--- src/rtl/count_display.sv ---
// count_display
// Converts an 8-bit binary count to three BCD digits with a sequential
// double-dabble engine, then time-multiplexes the digits onto a single
// seven-segment driver with leading-zero blanking.
//
// Parameters:
//   SCAN_DIV : clock cycles each digit is held during the scan (1..65535)
// Ports:
//   clk   : clock, all state updates on the rising edge
//   rst   : asynchronous active-high reset
//   count : 8-bit unsigned value to display
//   bcd   : registered BCD of the last converted value {hundreds, tens, units}
//   busy  : high while a conversion is in progress
//   an    : one-hot digit enable, an[0] units, an[1] tens, an[2] hundreds
//   seg   : active-high segment drive, seg[0]=a ... seg[6]=g

module count_display #(
    parameter int SCAN_DIV = 4
) (
    input  logic        clk,
    input  logic        rst,
    input  logic [7:0]  count,
    output logic [11:0] bcd,
    output logic        busy,
    output logic [2:0]  an,
    output logic [6:0]  seg
);

    typedef enum logic [1:0] {
        IDLE  = 2'd0,
        SHIFT = 2'd1,
        DONE  = 2'd2
    } state_t;

    localparam logic [15:0] PRE_MAX = 16'(SCAN_DIV - 1);

    state_t      state;
    logic [7:0]  shreg;
    logic [7:0]  cap_val;
    logic [7:0]  last_val;
    logic [11:0] acc;
    logic [2:0]  iter;
    logic        flag;
    logic [11:0] acc_adj;
    logic [19:0] dabble;
    logic [15:0] prescale;
    logic [1:0]  digit;
    logic [3:0]  nib;
    logic        blank;

    function automatic logic [3:0] adj(input logic [3:0] n);
        return (n >= 4'd5) ? n + 4'd3 : n;
    endfunction

    function automatic logic [6:0] decode(input logic [3:0] n);
        case (n)
            4'd0:    return 7'h3F;
            4'd1:    return 7'h06;
            4'd2:    return 7'h5B;
            4'd3:    return 7'h4F;
            4'd4:    return 7'h66;
            4'd5:    return 7'h6D;
            4'd6:    return 7'h7D;
            4'd7:    return 7'h07;
            4'd8:    return 7'h7F;
            4'd9:    return 7'h6F;
            default: return 7'h00;
        endcase
    endfunction

    // One double-dabble step: add-3 correction on every nibble, then shift
    // the combined {accumulator, shift register} left by one bit.
    assign acc_adj = {adj(acc[11:8]), adj(acc[7:4]), adj(acc[3:0])};
    assign dabble  = {acc_adj, shreg} << 1;

    // Conversion FSM. The captured value is kept apart from the shift
    // register because the shift register is consumed by the conversion.
    // The post-reset flag forces one conversion even when count equals the
    // reset value of last_val.
    always_ff @(posedge clk or posedge rst) begin
        if (rst) begin
            state    <= IDLE;
            shreg    <= 8'd0;
            cap_val  <= 8'd0;
            last_val <= 8'd0;
            acc      <= 12'd0;
            iter     <= 3'd0;
            flag     <= 1'b1;
            bcd      <= 12'd0;
            busy     <= 1'b0;
        end else begin
            case (state)
                IDLE: begin
                    if ((count != last_val) || flag) begin
                        shreg   <= count;
                        cap_val <= count;
                        acc     <= 12'd0;
                        iter    <= 3'd0;
                        flag    <= 1'b0;
                        busy    <= 1'b1;
                        state   <= SHIFT;
                    end
                end
                SHIFT: begin
                    {acc, shreg} <= dabble;
                    iter         <= iter + 3'd1;
                    if (iter == 3'd7) begin
                        state <= DONE;
                    end
                end
                DONE: begin
                    bcd      <= acc;
                    last_val <= cap_val;
                    busy     <= 1'b0;
                    state    <= IDLE;
                end
                default: begin
                    state <= IDLE;
                    busy  <= 1'b0;
                end
            endcase
        end
    end

    // Scan prescaler and digit index; the index advances only when the
    // prescaler wraps, so each digit is held for SCAN_DIV cycles.
    always_ff @(posedge clk or posedge rst) begin
        if (rst) begin
            prescale <= 16'd0;
            digit    <= 2'd0;
        end else if (prescale == PRE_MAX) begin
            prescale <= 16'd0;
            digit    <= (digit == 2'd2) ? 2'd0 : digit + 2'd1;
        end else begin
            prescale <= prescale + 16'd1;
        end
    end

    // Digit select and segment decode from the registered bcd only, so the
    // display never shows a partially converted value. Leading zeros in the
    // hundreds and tens positions are blanked; units always show.
    always_comb begin
        an    = 3'b001;
        nib   = bcd[3:0];
        blank = 1'b0;
        case (digit)
            2'd1: begin
                an    = 3'b010;
                nib   = bcd[7:4];
                blank = (bcd[11:8] == 4'd0) && (bcd[7:4] == 4'd0);
            end
            2'd2: begin
                an    = 3'b100;
                nib   = bcd[11:8];
                blank = (bcd[11:8] == 4'd0);
            end
            default: begin
                an    = 3'b001;
                nib   = bcd[3:0];
                blank = 1'b0;
            end
        endcase
        seg = blank ? 7'h00 : decode(nib);
    end

endmodule
--- config.mk ---
export PLATFORM = sky130hd
export DESIGN_NAME = count_display
export DESIGN_NICKNAME = d
export VERILOG_FILES = /design/src/rtl/count_display.sv
export SDC_FILE = /design/constraint.sdc
export NUM_CORES = 1
export LEC_CHECK = 0
export CAP_MARGIN = 20
export CORE_UTILIZATION = 51
export CTS_CLUSTER_SIZE = 24
export DETAILED_ROUTE_END_ITERATION = 10
export PLACE_DENSITY = 0.72
export SYNTH_ARGS = -nofsm -noshare
export SYNTH_HDL_FRONTEND = slang
export SYNTH_SLANG_ARGS = --single-unit
--- constraint.sdc ---
create_clock -name clk -period 3.25 [get_ports clk]
set_input_delay 0.325 -clock clk [delete_from_list [all_inputs] [get_ports clk]]
set_output_delay 0.325 -clock clk [all_outputs]
set_load 0.005 [all_outputs]
Word-level counts from Yosys, hierarchy flattened
Memories as Yosys holds them, arrays and structs flattened.
Cells that the tools add are included.
{"block": "classes", "add_sub_neg": 6, "order_cmp": 3, "eq_ne": 9, "muxes": 20, "bitwise": 1, "reduce_logical": 10}
{"cell": "case mux 12 bit (2 select lines)", "n": 1}
{"cell": "adder 16 x 1 -> 16 bit (second input constant)", "n": 1}
{"cell": "== test 16 x 2 -> 1 bit (second input constant)", "n": 1}
{"cell": "2-to-1 mux 16 bit", "n": 1}
{"cell": "case mux 8 bit (2 select lines)", "n": 1}
{"cell": ">= comparator 4 x 3 -> 1 bit (second input constant)", "n": 3}
{"cell": "2-to-1 mux 12 bit", "n": 1}
{"cell": "case mux 3 bit (2 select lines)", "n": 2}
{"cell": "adder 4 x 2 -> 4 bit (second input constant)", "n": 2}
{"cell": "logical NOT 4 bit", "n": 2}
{"cell": "2-to-1 mux 4 bit", "n": 2}
{"cell": "2-to-1 mux 8 bit", "n": 1}
{"cell": "inequality test 8 bit", "n": 1}
{"cell": "case mux 4 bit (2 select lines)", "n": 1}
{"cell": "AND reduction 2 bit", "n": 4}
{"cell": "2-to-1 mux 7 bit", "n": 1}
{"cell": "2-to-1 mux 2 bit", "n": 3}
{"cell": "2-to-1 mux 3 bit", "n": 2}
{"cell": "== test 2 x 1 -> 1 bit (second input constant)", "n": 2}
{"cell": "== test 2 bit (second input constant)", "n": 2}
{"cell": "inequality test 2 bit (second input constant)", "n": 2}
{"cell": "case mux 1 bit (2 select lines)", "n": 2}
{"cell": "case mux 2 bit (2 select lines)", "n": 1}
{"cell": "adder 3 x 1 -> 3 bit (second input constant)", "n": 1}
{"cell": "9 further kinds", "n": 9}
{"block": "totals", "reg_bits": 73, "rom_bits": 112, "inputBits": 10, "out_inout_bits": 23, "elab_cells": 61, "n_memories": 1}
{"memory": "(name not given)", "depth": 16, "width": 7, "read_ports": 1, "rd_ports_with_merged_regs": 0, "write_ports": 0, "line_no": "56", "text": "case (n)"}

Longest topological paths before layout
{"block": "depth", "word_depth": 4, "ltp_mapped": 9, "mapped_depth_nobuf": 9}

Worst setup path before layout
No wires, ideal clock.
{"block": "synth_timing", "path_kind": "register to output", "startpoint": "register digit[0]", "endpoint": "output seg[3]", "arrival_time_ns": 2.188, "t_required_ns": 2.925, "path_slack_ns": 0.737, "stages_incl_launch_ff": 9, "n_path_buf": 1, "path_cell_list": "dfrtp_1 -> inv_1 -> ha_1 -> clkbuf_1 -> mux2i_1 -> inv_1 -> ha_1 -> mux2_2 -> a21oi_1"}
{"block": "synth_between", "elab_chain_len": 4, "elab_cells_between_ends": 6, "classes_between": "eq/ne: 2; mux: 3; memory: 1"}
{"element": "start, declared", "line_no": "47", "text": "logic [1:0] digit;"}
{"element": "start signal, assigned", "line_no": "133", "text": "digit <= (digit == 2'd2) ? 2'd0 : digit + 2'd1;"}
{"element": "== test 2 bit or == test 2 x 1 -> 1 bit (tied branches)", "line_no": "146", "text": "case (digit)"}
{"element": "case mux 4 bit (2 select lines)", "line_no": "146"}
{"element": "memory read (16 x 7 bit)"}
{"element": "2-to-1 mux 7 bit (*)", "line_no": "163", "text": "seg = blank ? 7'h00 : decode(nib);"}
{"element": "end, declared", "line_no": "26", "text": "output logic [6:0] seg"}
Every way passes the cells marked *; elsewhere a longest branch is shown, timed or not.

Worst setup path after layout
Ends and elaborated chain as after synthesis.

==> metrics.txt <==
post-synthesis sequential area ratio 49.6%; status finished clean; vias 2525; Yosys reg bits 73; Starting DRT DRC Count 129; Max H-tree Level 3; most frequent cells in the layout dfrtp_1 (72), nand2_1 (34), clkdlybuf4s50_1 (31); largest family of logic cells by synthesized area compound AO/OA/AOI/OAI gates; Final nets 401; total grt overflow 0; multi-input logic area 1750 sq um; Post-Syn Area 3680 sq um; Die H 87.0 um; Largest stage delay, worst path 0.51 ns; First-pass DRT Iterations 5; share of cells above drive strength 1 16.4%; P per Cell Area 874 nW/um^2; Final setup viols 0; placed insts 454; number of flops mapped to enable cells by yosys 0; Std-Cell Rows 30; fin crit share 96.2%; vias in the first global route 2509; IO Port Bufs 32; WP data arrival 2.80 ns; commonest non-fill, non-tap cell in the layout dfrtp_1; Worst Path Buf+Inv 3; Synth Area in XOR/XNOR 6.42%; maxcap violations 0; largest net degree at the start of global routing 30; die area 7570 sq um; Num CTS Buffers 9; Post-CTS Hold Buffers 0; Layout Cells excl Fill 473; Final Max Tran Viols 0; # fillers 557; Worst Hold Class input pin to asynchronous set/reset pin; Crit Path Max Fanout 5; Top delay family on crit path buffers and inverters; initial antenna violation count 0; Antenna diodes 0; global route hottest layer met2; Critical-path top delay cell clkdlybuf4s50_1; syn_area_per_cell 11.1 sq um; pre-CTS WS 0.149 ns; clock latency on the worst-skew pair 0.34 ns; CORE AREA 6870 sq um; DR WL/cell 14.9 um; Final Wtd Congestion 0.756; FMAX 320 MHz; Yosys warning count 0; syn nets 361; Slew Limit Headroom 54.1%; vias per std cell 5.34; CTS tree done; Synth Area in Adders 6.45%; clock skew 0.0125 ns; crit path time final 3.13 ns; CP endpoint kind output pin; setup TNS 0 ns; Post-synth ARST share 100%; Setup CP Type flip-flop to output pin; crit-path cells inv_1, ha_4, mux2i_4, inv_1, ha_1, mux2_2, a21oi_1, clkdlybuf4s50_1; WP depth 8; Bufs on Longest Clock Path 2; Compound-Gate Fraction of Synth Area 12.6%; met1 GRT Util 26.3%; Sink Count 73; Initial Util 53.6%; Reg area 1830 sq um; Main synth FF type dfrtp_1; Least-Margin Pin Slew 0.688 ns; Antenna Violating Nets Remaining 0; synth-to-layout area growth 19.1%; post-synthesis mux area share 9.31%; grt met2 use 33.9%; Routed WL 7060 um; Die W 87.0 um; maximum vdd drop 0.507 mV; routing usage on met3 5.21%; GRT Total Usage 20.7%; Syn Inst Count 332; setup ws final 0.124 ns; RSZ-0062 raised after global routing no; DRC viols 0; DP HPWL 4900 um; Worst-path clk slew 0.08 ns; first-pass GRT wire length 11900 um; Leak Pwr 2.00 nW; distinct cell type count after synthesis 44; cell count of the worst reg-to-reg path 4; Post-Synth Simple-Gate Area 11.7%; Hold Vio Cnt, Final 0; num ports 33; Critical Path RT 2.92 ns; Root Buffer Master clkbuf_8; crit path launch type flip-flop; most used cell, CP inv_1
-- path summary, 6_finish.rpt --
path	startpoint	end	slack [ns]
worst max-delay path	digit[0]	seg[3]	0.12
worst min-delay path	rst	prescale[4]	0.27
worst max register to register	last_val[2]	cap_val[1]	1.16
worst min register to register	flag	flag	0.49
max in group asynchronous	rst	flag	2.25
min in group clk	flag	flag	0.49
-- metrics by stage --
step           hold WS, ns  util (%)  power [mW]  cell area [sq um]
2_1_floorplan        0.446         -        2.53               3680
3_3_place_gp         0.468      59.5        2.96               4090
3_5_place_dp         0.469      59.5        3.03               4090
4_1_cts              0.281      63.3        3.86               4350
5_1_grt              0.311      63.9        4.12               4390
6_report             0.274      63.9        3.83               4390
-- power breakdown --
part	switching [mW]	leakage (nW)	internal (mW)
clock network	0.330	0.109	0.475
logic	0.723	0.958	0.839
registers	0.253	0.937	1.21
total	1.31	2.00	2.53
-- state kept, by name, indices dropped and copies added (netlist names) --
signal	count
shreg	8
state	2
iter	3
cap_val	8
last_val	8
busy	1
bcd	12
prescale	16
flag	1
acc	12
digit	2
-- synth_stat cells (7+ instances only) --
master,number,area share [%]
inv_1,19,1.9
xor2_1,8,1.9
ha_1,19,6.5
a21oi_1,19,2.6
nor2_1,12,1.2
mux2_2,26,7.9
dfrtp_1,72,49
xnor2_1,19,4.5
nand2_1,34,3.5
nand3_1,11,1.5
o221a_1,7,2.1
o21ai_0,14,1.9
-- cell type report --
type / count / share of cell area, %
well taps: 96 / 2.74
clock buffers: 12 / 3.54
inverters: 19 / 1.63
multi-input cells: 229 / 40.0
flip-flops and latches: 73 / 41.7
repair buffers: 40 / 8.73
clock inverters: 4 / 1.71
-- timing repair --
action	in CTS	in global routing
gates resized for setup	4	5
setup endpoints to repair	4	4
gates cloned	0	0
setup buffers	1	2
-- metal layers --
metal | vias to the layer above | share of wire [%]
li1 | 1238 | -
met1 | 1236 | 47
met2 | 42 | 48
met3 | 9 | 3.1
met4 | 0 | 1.5
met5 | - | 0
-- cells by family (layout without fill, tap and decap cells) --
kind of cell | Yosys count | count (layout)
flops | 73 | 73
fa+ha+maj | 19 | 19
simple gates | 88 | 88
compound gates | 64 | 64
xor+xnor | 27 | 27
buf+inv | 30 | 75
mux | 31 | 31
No activity file was read; power rests on OpenSTA's default activity.
==> RTL change 1, RTL diff (same settings) <==
The 3 states of `state_t` get a one-hot encoding in 3 bits.
--- a/src/rtl/count_display.sv
+++ b/src/rtl/count_display.sv
@@ -26,10 +26,10 @@
     output logic [6:0]  seg
 );
 
-    typedef enum logic [1:0] {
-        IDLE  = 2'd0,
-        SHIFT = 2'd1,
-        DONE  = 2'd2
+    typedef enum logic [2:0] {
+        IDLE  = 3'b001,
+        SHIFT = 3'b010,
+        DONE  = 3'b100
     } state_t;
 
     localparam logic [15:0] PRE_MAX = 16'(SCAN_DIV - 1);
Behaviour: same outputs for any inputs over 10 cycles, from zero or initial values and one cycle with rst high; not proved beyond that.
==> RTL change 1 against the unedited design <==
Design area up 2.9%. Sequential cell count up 1. Area after synthesis up 4.0%. Total power down 20%. Count of clock-buffer cells in the layout up 2. Critical endpoint unchanged. Routed wire length up 2.6%. Synthesized cell count up 5.1%. Sequential share of layout area down 0.57 points. Clock power down 19%. Register-to-register slack better by 20 ps. Largest cell class is now multi-input combinational cells. Setup slack better by 21 ps.
==> RTL change 1: results (changes against the unedited design) <==
outcome=finished clean; global routing met1 resource utilization=27.11% (+0.76 points); xor/xnor share of the synthesized area=5.942% (-0.48 points); per-cell via count in the routed design=5.540 (+3.8%); share of the clock period used by the worst path after layout=95.54% (-0.66 points); Post-Route Hold Slack=362.5 ps (+88.02 ps); multiplexer fraction of the synthesized cell area=12.01% (+2.7 points); max-slew violation total from the final report=0 (unchanged); Placed Cells incl. Taps=472 (+4.0%); Wirelength per Cell=14.81 um (-0.76%); worst rel slew slack=46.12% (-8.0 points); compound-cell area share of the yosys netlist=11.52% (-1.1 points); largest net degree at the start of global routing=47 (+57%); fraction of layout instances using a drive strength above 1=17.18% (+0.73 points); leading cell types by total area after synthesis=dfrtp_1 47%, mux2_2 7.6%, ha_1 6.2%, xnor2_1 4.3%, nand2_1 2.7%; Resize count post-CTS=3 (-1); post-detailed-placement cell area=4274 sq um (+4.5%); VDD IR max=493.0 uV (-2.7%); count of cell types in the netlist=45 (+2.3%); GRT met2 Usage=32.73% (-1.1 points); wire length of the first global-routing pass=12.25 mm (+2.8%); Post-Route M1 WL=3.429 mm (+2.8%); leading cell types by count after synthesis=72 x dfrtp_1, 28 x nand2_1, 26 x mux2_2; detailed-routed wire length on met2=3.519 mm (+3.7%); routability-driven placement congestion ratio=0.7949 (+5.2%); Switching Fraction=34.26% (+0.19 points); met3 Track Usage GR=5.037% (-0.18 points); number of nets in the finished design=414 (+3.2%); register-to-register path setup slack=1180 ps (+20 ps); depth of the worst register-to-register path=5 (+1); final worst clock skew=5.372 ps (-7.107 ps); Detail Placement HPWL=4.950 mm (+1.0%); first-iteration detailed-routing DRC count=132 (+2.3%); Routed Wire Length=7.240 mm (+2.6%); number of nets produced by synthesis=378 (+4.7%); met3 layer wire length in the routed design=188 um (-15%); worst reg2reg path startpoint=state[1]; Filler cells=598 (+7.4%); worst setup slack before clock tree synthesis=301.0 ps (+151.7 ps); average instance area after synthesis=10.98 sq um (-1.0%)
RTL change 1: cell type report:
| type | count | area (sq um) | share of cell area, % |
|---|---|---|---|
| multi-input combinational | 248 | 1913 | 42.40 |
| sequential | 74 | 1854 | 41.10 |
| timing repair buffer | 40 | 392.9 | 8.708 |
| clock buffer | 14 | 172.7 | 3.827 |
| tap | 99 | 123.9 | 2.745 |
| inverter | 12 | 45.04 | 0.9983 |
| clock inverter | 2 | 10.01 | 0.2219 |
RTL change 1: power groups by stage:
| stage | Combinational, mW | Clock [mW] | Sequential (mW) |
|---|---|---|---|
| 2_1_floorplan | 0.858 | 0 | 1.27 |
| 3_3_place_gp | 1.05 | 0 | 1.34 |
| 3_5_place_dp | 1.08 | 0 | 1.35 |
| 4_1_cts | 1.09 | 0.679 | 1.34 |
| 5_1_grt | 1.20 | 0.712 | 1.37 |
| 6_report | 1.08 | 0.654 | 1.35 |
==> RTL change 2, RTL diff (same settings) <==
Without the edit above. Reset style: synchronous (`rst`), changed in 2 clocked blocks. Comments in the files are not updated.
--- a/src/rtl/count_display.sv
+++ b/src/rtl/count_display.sv
@@ -77,7 +77,7 @@
     // register because the shift register is consumed by the conversion.
     // The post-reset flag forces one conversion even when count equals the
     // reset value of last_val.
-    always_ff @(posedge clk or posedge rst) begin
+    always_ff @(posedge clk) begin
         if (rst) begin
             state    <= IDLE;
             shreg    <= 8'd0;
@@ -124,7 +124,7 @@
 
     // Scan prescaler and digit index; the index advances only when the
     // prescaler wraps, so each digit is held for SCAN_DIV cycles.
-    always_ff @(posedge clk or posedge rst) begin
+    always_ff @(posedge clk) begin
         if (rst) begin
             prescale <= 16'd0;
             digit    <= 2'd0;
Check against the original RTL: differs if rst is asserted again (counterexample within 4 cycles, from zero or initial values and one cycle with rst high); with rst held inactive, the same outputs for 10 cycles.
==> RTL change 2 against the unedited design <==
Via count increased by 12%. Sequential cell count unchanged. Critical endpoint is now seg[5]. Area after synthesis decreased by 4.8%. Hold slack improved by 180 ps. Routed wire length increased by 2.1%. The run now ends with design-rule violations left. Setup slack improved by 77 ps. Critical path depth increased by 3. Fmax increased by 2.5%. Design area decreased by 6.0%. Count of clock-buffer cells in the layout decreased by 3.
Power is not compared: it rests on default switching activity, and its combinational part moved more than twofold at a synthesized area within 25%.
==> RTL change 2: results (changes against the unedited design) <==
wire length of the first global-routing pass=12.41 mm (+4.1%); first-pass iteration count of the detailed router=8 (+3); leading cell types by count after synthesis=73 x dfxtp_1, 61 x nor2_1, 56 x nand2_1; Critical Path AT=2720 ps (-80 ps); violations in the final reports=design-rule violations; Detail Placement HPWL=5.078 mm (+3.6%); fraction of the yosys area taken by sequential cells=41.68% (-7.9 points); count of cell types in the netlist=45 (+2.3%); final worst clock skew=12.04 ps (-0.4436 ps); TritonCTS Buffers=9 (unchanged); routability-driven placement congestion ratio=0.8172 (+8.2%); FFs w/ async S/R, synth=0% (-100 points); CTS H-Tree Depth=3 (unchanged); Placed Cells incl. Taps=509 (+12%); first-iteration detailed-routing DRC count=198 (+53%); number of nets in the finished design=472 (+18%); routed vias=2836 (+12%); number of nets produced by synthesis=443 (+23%); number of global-route vias before repair=2709 (+8.0%); per-cell via count in the routed design=5.402 (+1.2%); Routed Wire Length=7.203 mm (+2.1%); average instance area after synthesis=8.468 sq um (-24%); registers with the highest flip-flop counts=prescale: 16 flops, acc: 12 flops, bcd: 12 flops; leading cell types by total area after synthesis=dfxtp_1 42%, ha_1 6.8%, nor2_1 6.5%, nand2_1 6.0%, a21oi_1 5.4%; leak pwr=around 1.6 nW; largest net degree at the start of global routing=58 (+93%); Worst Path Max Fanout=6 (+1); outcome=finished, violations left; largest stage delay on the critical path=roughly 520 ps; slew at the pin with the worst max-slew slack=912.2 ps (+224.0 ps); Filler cells=544 (-2.3%); combined global-route utilization of all metal layers=21.63% (+0.94 points); fraction of layout instances using a drive strength above 1=7.813% (-8.6 points); root buffer cell=clkbuf_8; worst min-delay path category=flop to flop; DRC errors left=4 (+4)
==> RTL change 2: power groups by stage <==
stage	registers, mW	logic (mW)	clock network, mW
2_1_floorplan	0.954	0.109	0
3_3_place_gp	0.958	0.156	0
3_5_place_dp	0.959	0.160	0
4_1_cts	0.938	0.160	0.811
5_1_grt	0.941	0.182	0.857
6_report	0.938	0.162	0.796
==> RTL change 2: final timing paths <==
path                                    end  slack, ps   startpoint  cells after the start
worst max-delay path                 seg[5]        200     digit[1]                     11
worst min-delay path            last_val[4]        450   cap_val[4]                      2
worst max register to register     shreg[3]       1100  last_val[1]                      5
worst min register to register  last_val[4]        450   cap_val[4]                      2
==> RTL change 2: kinds of logic after synthesis <==
family                     after synthesis  share of synthesized area, %
and+or+nand+nor                        156                         19.27
adders and majority gates               19                         6.781
buffers and inverters                   45                         5.103
xor gates and xnor gates                30                         7.495
DFF                                     73                         41.68
muxes                                   13                         3.711
AOI/OAI and AO/OA                       78                         15.95
==> RTL change 2: per-layer routing <==
layer | part of all wire [%] | up-vias | track usage (%) | routed length (um)
li1 | - | 1455 | - | -
met1 | 47 | 1318 | 26.61 | 3358
met2 | 48 | 49 | 36.73 | 3480
met3 | 3.1 | 14 | 5.253 | 220
met4 | 2.0 | 0 | 8.320 | 143
met5 | 0 | - | 0 | 0
==> RTL change 2: worst register-to-register path, delay by kind of cell, from the launching register on <==
kind,cells,cell delay [ps]
xor gates and xnor gates,1,190
buffers and inverters,1,290
AOI/OAI and AO/OA,3,1200
DFF,1,320
==> RTL change 2: area by class of cell <==
cell class	count	area, sq um	share of cell area [%]
clock buffer	9	123.9	3.005
clock inverter	7	101.3	2.459
inverter	25	93.84	2.277
multi-input combinational	296	1884	45.72
sequential	73	1461	35.46
tap	77	96.34	2.338
timing repair buffer	38	360.3	8.743
==> RTL change 2: timing repair <==
item                                    4_1_cts  5_1_grt
endpoints found under the setup margin        0        6
setup buffers                                 0        0
resized for setup                             0        4
==> RTL change 2: metrics by stage <==
step / hold WS [ps] / utilization (%) / total power, mW / setup slack (ps) / instance area, sq um
after floorplan: 428.0 / - / 1.063 / 876.9 / 3506
after global placement: 436.5 / 59.70 / 1.114 / 547.5 / 3877
after detailed placement: 446.5 / 59.70 / 1.118 / 454.0 / 3877
after CTS: 458.8 / 63.17 / 1.910 / 69.43 / 4103
after global routing: 485.2 / 63.46 / 1.981 / 20.76 / 4121
final: 454.9 / 63.46 / 1.896 / 200.6 / 4121
